$ cat src/rtl/spi_fsm_controller_if.sv
// spi_fsm_controller_if: conditioned SPI inputs and datapath strobes of the transaction sequencer
interface spi_fsm_controller_if;
  logic sclkPosEdge;
  logic csConditioned;
  logic rwBit;
  logic srParallelLoad;
  logic addrLatchEnable;
  logic dmWriteEnable;
  logic misoBufferEnable;
  modport master (
    output sclkPosEdge, csConditioned, rwBit,
    input  srParallelLoad, addrLatchEnable, dmWriteEnable, misoBufferEnable
  );
  modport slave (
    input  sclkPosEdge, csConditioned, rwBit,
    output srParallelLoad, addrLatchEnable, dmWriteEnable, misoBufferEnable
  );
endinterface

$ cat src/rtl/spi_fsm_controller.sv
// spi_fsm_controller: counts SCLK edges under CS, decodes R/W and sequences the
// shift-register load, address latch, memory write and MISO enable strobes.
module spi_fsm_controller #(
  parameter int addrBits = 7,
  parameter int dataBits = 8
) (
  input logic clk,
  input logic reset_n,
  spi_fsm_controller_if.slave bus
);
  localparam int HB = addrBits + 1;
  localparam int CW = $clog2((HB > dataBits ? HB : dataBits) + 1);
  typedef enum logic [3:0] {
    IDLE, ADDR_SHIFT, ADDR_LATCH, READ_WAIT, READ_LOAD,
    READ_SHIFT, WRITE_SHIFT, WRITE_MEM, DONE
  } state_t;
  state_t state, nxt;
  logic [CW-1:0] cnt, cnt_nxt, cnt_inc;
  logic hdr_last, dat_last;
  assign cnt_inc  = cnt + CW'(bus.sclkPosEdge);
  assign hdr_last = bus.sclkPosEdge && cnt == CW'(addrBits);
  assign dat_last = bus.sclkPosEdge && cnt == CW'(dataBits - 1);
  // CS high dominates every state, so an abort always wins over a coincident edge
  always_comb begin
    nxt = state;
    cnt_nxt = cnt;
    if (bus.csConditioned) begin
      nxt = IDLE;
      cnt_nxt = '0;
    end else begin
      case (state)
        IDLE: begin
          nxt = ADDR_SHIFT;
          cnt_nxt = '0;
        end
        ADDR_SHIFT: begin
          nxt = hdr_last ? ADDR_LATCH : ADDR_SHIFT;
          cnt_nxt = hdr_last ? '0 : cnt_inc;
        end
        ADDR_LATCH: nxt = bus.rwBit ? READ_WAIT : WRITE_SHIFT;
        READ_WAIT:  nxt = READ_LOAD;
        READ_LOAD:  nxt = READ_SHIFT;
        READ_SHIFT: begin
          nxt = dat_last ? DONE : READ_SHIFT;
          cnt_nxt = dat_last ? '0 : cnt_inc;
        end
        WRITE_SHIFT: begin
          nxt = dat_last ? WRITE_MEM : WRITE_SHIFT;
          cnt_nxt = dat_last ? '0 : cnt_inc;
        end
        WRITE_MEM: nxt = DONE;
        default:   nxt = state;
      endcase
    end
  end
  // Strobes are registered from the next state so they track the state register exactly
  always_ff @(posedge clk or negedge reset_n) begin
    if (!reset_n) begin
      state <= IDLE;
      cnt <= '0;
      bus.addrLatchEnable <= 1'b0;
      bus.srParallelLoad <= 1'b0;
      bus.dmWriteEnable <= 1'b0;
      bus.misoBufferEnable <= 1'b0;
    end else begin
      state <= nxt;
      cnt <= cnt_nxt;
      bus.addrLatchEnable <= nxt == ADDR_LATCH;
      bus.srParallelLoad <= nxt == READ_LOAD;
      bus.dmWriteEnable <= nxt == WRITE_MEM;
      bus.misoBufferEnable <= nxt == READ_SHIFT;
    end
  end
endmodule

$ cat src/flat_wrapper.sv
// flat-port wrapper written by rule: the top's interface ports become plain ports
module spi_fsm_controller_flat 
#(
  parameter int addrBits = 7,
  parameter int dataBits = 8
)
  (clk, reset_n, bus_sclkPosEdge, bus_csConditioned, bus_rwBit, bus_srParallelLoad, bus_addrLatchEnable, bus_dmWriteEnable, bus_misoBufferEnable);
  spi_fsm_controller_if bus_i ();
  input logic clk;
  input logic reset_n;
  input wire logic [$bits(bus_i.sclkPosEdge)-1:0] bus_sclkPosEdge;
  input wire logic [$bits(bus_i.csConditioned)-1:0] bus_csConditioned;
  input wire logic [$bits(bus_i.rwBit)-1:0] bus_rwBit;
  output wire logic [$bits(bus_i.srParallelLoad)-1:0] bus_srParallelLoad;
  output wire logic [$bits(bus_i.addrLatchEnable)-1:0] bus_addrLatchEnable;
  output wire logic [$bits(bus_i.dmWriteEnable)-1:0] bus_dmWriteEnable;
  output wire logic [$bits(bus_i.misoBufferEnable)-1:0] bus_misoBufferEnable;
  assign bus_i.sclkPosEdge = bus_sclkPosEdge;
  assign bus_i.csConditioned = bus_csConditioned;
  assign bus_i.rwBit = bus_rwBit;
  assign bus_srParallelLoad = bus_i.srParallelLoad;
  assign bus_addrLatchEnable = bus_i.addrLatchEnable;
  assign bus_dmWriteEnable = bus_i.dmWriteEnable;
  assign bus_misoBufferEnable = bus_i.misoBufferEnable;
  spi_fsm_controller #(.addrBits(addrBits), .dataBits(dataBits)) u_core (.clk(clk), .reset_n(reset_n), .bus(bus_i));
endmodule
$ cat config.mk
export PLATFORM = sky130hd
export DESIGN_NAME = spi_fsm_controller_flat
export DESIGN_NICKNAME = d
export VERILOG_FILES = /design/src/rtl/spi_fsm_controller_if.sv /design/src/rtl/spi_fsm_controller.sv /design/src/flat_wrapper.sv
export SDC_FILE = /design/constraint.sdc
export NUM_CORES = 1
export LEC_CHECK = 0
export ABC_AREA = 1
export CAP_MARGIN = 20
export CORE_UTILIZATION = 47
export DETAILED_ROUTE_END_ITERATION = 16
export HOLD_SLACK_MARGIN = 0.12
export MAX_ROUTING_LAYER = met4
export PLACE_DENSITY_LB_ADDON = 0.12
export SYNTH_ARGS = -nofsm -noshare
export SYNTH_HDL_FRONTEND = slang
export SYNTH_SLANG_ARGS = --single-unit
$ cat constraint.sdc
create_clock -name clk -period 1.18 [get_ports clk]
set_input_delay 0.236 -clock clk [delete_from_list [all_inputs] [get_ports clk]]
set_output_delay 0.236 -clock clk [all_outputs]
set_load 0.005 [all_outputs]
* Word level (Yosys, flattened, before mapping)
Index checks and enable logic that the tools add are counted.
** Word-level totals
- Register bits :: 12
- Input port bits :: 5
- Output and inout bits :: 4
- Logic and storage cells :: 32
** Operators by class
- Add/subtract/negate cells :: 1
- Equal/unequal tests :: 12
- Mux-type cells :: 9
- Reductions and logical operators :: 4
** Operators by type and width (count)
- $eq 4x3->1 const B :: 8
- $pmux 4 s8 :: 1
- $mux 4 :: 4
- $eq 4x2->1 const B :: 3
- $pmux 4 s2 :: 1
- $add 4x1->4 :: 1
- $eq 4x1->1 const B :: 1
- $logic_not 4->1 :: 1
- $mux 3 :: 1
- $reduce_bool 3->1 :: 1
- $reduce_or 3->1 :: 1
- $mux 2 :: 1
- $logic_and 1x1->1 :: 1
- $mux 1 :: 1

* Longest topological paths before layout
Gate-level depths: netlist of the first run.
- Word-level depth :: 6
- Depth in mapped cells :: 10
- Mapped depth without buffers :: 9

* Worst setup path before layout of the first run
Ideal clock, no wire load.
- Path type :: reg2reg
- Start point :: register u_core.state[3]
- End point :: register u_core.bus.srParallelLoad
- Setup time :: 0.117 ns
- Arrival time :: 1.060 ns
- Required time :: 1.063 ns
- Path slack :: 0.003 ns
- Stages on the path, launching flop included :: 10
- Buffers on the path :: 1
- Period minus slack after synthesis :: 1.177 ns
- Path through :: dfrtp_1 buf_6 inv_2 nand2_1 nor2_2 nand3_1 nand2_1 nand2_1 nand3_1 nor2_1
** On the way
- Longest elaborated chain between the ends :: 4
- Elaborated cells between the ends (all ways) :: 11
- Classes of those cells :: 8 x eq/ne; 2 x mux; 1 x reduce/logical
** Ends and longest elaborated chain
- start, declared :: line spi_fsm_controller.sv:17 : state_t state, nxt;
- start signal, assigned :: line spi_fsm_controller.sv:66 : state <= nxt;
- $eq 4x3->1, or another cell as far along :: line spi_fsm_controller.sv:31 : case (state)
- $pmux 4 s8 (*) :: line spi_fsm_controller.sv:31
- $mux 4 (*) :: line spi_fsm_controller.sv:27 : if (bus.csConditioned) begin
- $eq 4x3->1 (*) :: line spi_fsm_controller.sv:69 : bus.srParallelLoad <= nxt == READ_LOAD;
- end signal, assigned :: line spi_fsm_controller.sv:62 : bus.srParallelLoad <= 1'b0;
- end signal, assigned :: line spi_fsm_controller.sv:69
- end, declared :: line spi_fsm_controller_if.sv:16 : output srParallelLoad, addrLatchEnable, dmWriteEnable, misoBufferEnable
Mark *: on every way between the ends. The rest lies on a longest branch, timed or not.
A chain may end at the register's enable or synchronous reset.

* Worst setup path after layout of the first run
Ends and elaborated chain as after synthesis.

==> results.yml, run 1 <==
timing:
  tightest_slew_ns: 0.254
  fin_crit_sh: 1.11
  setup_violations: 10
  timing.slew.headroom: 0.830
  worst_hold_slack_ns: 0.270
  drv_slew: 0
  worst_slack_ns: -0.127
  rsz0062_at_grt: "true"
  fmax_ghz: 0.765
  clock_skew_ns: 0.00667
  finalCriticalPeriod_ns: 1.31
  hold_viol_final: 0
worst_setup_path:
  cp_max_fo: 4
  end_kind: "flip-flop"
  cp-startpoint: "u_core.state[3]"
  worstPathArrival_ns: 1.48
  required_ns: 1.35
  reg2reg_from: "u_core.state[3]"
  crit_type: "flip-flop to flip-flop"
  start_kind: "flip-flop"
finish:
  multi_input_area_um2: 458
  fin_nets: 137
  layout_commonest_cell: "buf_4"
  fin_util: 0.796
  antenna_cells: 0
  nFillCells: 93
  regArea_um2: 303
  design_area_um2: 1090
  synthToLayoutAreaGrowth_pct: 50.1
  final_cell_mix: "19 x buf_4, 17 x nand2_1, 10 x inv_1, 10 x nor2_1, 10 x dfrtp_1"
  layout-drive-gt1-share: 0.450
power:
  power.density_nw_per_um2: 780
  p_int_uw: 642
  p_seq_frac: 0.499
  swShare: 0.242
  combPwrFrac: 0.105
  power.share.clock: 0.397
  switchingPower_uw: 205
  ir_drop_uv: 726
  leakage_uw: 0.000562
floorplan:
  io_pins: 9
  start_util: 0.530
  dieHeight_um: 41.3
  die_area_um2: 1700
  rows: 13
  coreArea_um2: 1370
  die_width_um: 41.3
clocking:
  htreeDepth: 1
  root_buffer: "clkbuf_4"
  clk-insertion-delay-late_ns: 0.28
  clk_pin_slew_worst_paths_ns: 0.08
  cts_inserted_buffers: 3
  cts_tree: "yes"
  cts.path.max_buffers: 2
  cts_sinks: 12
global_routing:
  grt_start_max_net_pins: 13
  grt_pass1_wl_um: 3060
  grt-ovfl-total: 0
  grt_antenna_before_repair: 0
  track_usage: 0.295
  grt_pass1_vias: 728
detailed_routing:
  wl_per_cell_um: 14.5
  drtIter0Drc: 20
  ant_nets: 0
  wirelength_um: 2090
  avgViaCountPerCell: 5.54
  firstDrtPassIters: 4
  drc: 0
  vias: 798
place:
  portBuffers: 8
  place_congestion: 0.855
  place.detailed.hpwl_um: 1330
  dpl_cell_area_um2: 917
worst_hold_path:
  hold_path_class: "input pin to async pin"
outcome:
  status: "finished with violations"
  violations: "setup timing"
yosys:
  synth_top_area_frac: 0.415
  synth_nets: 106
  synth.avg_cell_area_um2: 7.32
  synth.area.top_cells: "dfrtp_1 41%, nand2_1 12%, nand3_1 9.0%"
  yosysWarningCount: 0
  synth_cell_types: 16
  synthCells: 99
  synth_seq_cells: 12
  ys_seq_area_frac: 0.415
  synth_top_area_cell: "dfrtp_1"
  synth_area_um2: 724
job:
  max_cap_violations: 0
[stage by stage]
stage | instances | setup WS [ns] | power, uW | TNS (ns)
CTS | 144 | -0.118 | 841 | -0.494
global placement | 135 | -0.364 | 500 | -3.11
finish | 144 | -0.127 | 848 | -0.828
detailed placement | 135 | -0.345 | 502 | -3.21
global route | 144 | -0.207 | 868 | -1.67
floorplan | 99 | 0.00292 | 460 | 0
[layout make-up]
type	count	area share
Clock buffer	4	0.0334
Inverter	14	0.0483
Multi-Input combinational cell	72	0.421
Sequential cell	12	0.278
Tap cell	15	0.0173
Timing Repair Buffer	27	0.201
[what timing repair did]
item,4_1_cts,5_1_grt
hold buffers,0,0
resized for setup,20,12
setup buffers,5,0
pin swaps,15,4
endpoints found under the setup margin,13,13
hold endpoints to repair,0,0
[power groups by stage]
| stage | clock network [uW] | logic, uW | registers [uW] |
|---|---|---|---|
| CTS | 337 | 81.8 | 422 |
| detailed placement | 0 | 72.0 | 430 |
| finish | 336 | 88.8 | 423 |
| global route | 345 | 99.4 | 423 |
| floorplan | 0 | 30.3 | 430 |
| global placement | 0 | 70.1 | 430 |
[sequential cells by signal, indices dropped and copies added (netlist names)]
name                         flops
u_core.cnt                       4
u_core.bus.dmWriteEnable         1
u_core.state                     4
u_core.bus.addrLatchEnable       1
u_core.bus.srParallelLoad        1
u_core.bus.misoBufferEnable      1
[kinds of logic (layout without fill, tap and decap cells)]
| kind of cell | count (synthesis) | count (layout) | share of synthesized area |
|---|---|---|---|
| XOR/XNOR | 2 | 2 | 0.0242 |
| flip-flops | 12 | 12 | 0.415 |
| AO/OA/AOI/OAI | 10 | 10 | 0.0743 |
| adder cells (fa/ha/maj) | 2 | 2 | 0.0345 |
| buffers and inverters | 15 | 45 | 0.0881 |
| AND/OR/NAND/NOR | 58 | 58 | 0.364 |
[critical path, stage by stage, from the launching register on]
cell and delay (ns):
dfrtp_2 0.45, inv_2 0.10, nand2_4 0.06, nor2_4 0.13, nand3_1 0.11, nand2_2 0.13
nand2_2 0.08, nand3_2 0.08, nor2_1 0.05
[routing by layer]
metal	vias to the layer above	GRT usage	part of all wire
met5	-	-	0
met4	0	0.218	0.039
met3	10	0.0217	0.036
met2	26	0.453	0.50
met1	390	0.363	0.42
li1	372	-	-
[cells in the mapped netlist (all sizes together)]
library cell  instances
o21ai                 6
dfrtp                12
nor2                 19
xnor2                 1
nand3                13
inv                  14
buf                   1
nand2                26
ha                    2
xor2                  1
a21oi                 4
[worst paths after layout]
kind	to	slack, ns	cells past startpoint
setup / recovery	u_core.bus.srParallelLoad	-0.13	8
hold / removal	u_core.bus.dmWriteEnable	0.27	2
setup reg to reg	u_core.bus.srParallelLoad	-0.13	8
hold reg to reg	u_core.cnt[2]	0.68	3
max in group asynchronous	u_core.state[3]	0.74	2
min in group clk	u_core.cnt[2]	0.68	3
No activity file was read; power rests on OpenSTA's default activity.
==> run 2, diff against run 1 <==
Settings changed: CAP_MARGIN 20 to 10.
==> results of run 2 <==
Same layout as run 1: the final DEF is identical, and so are final timing and power.
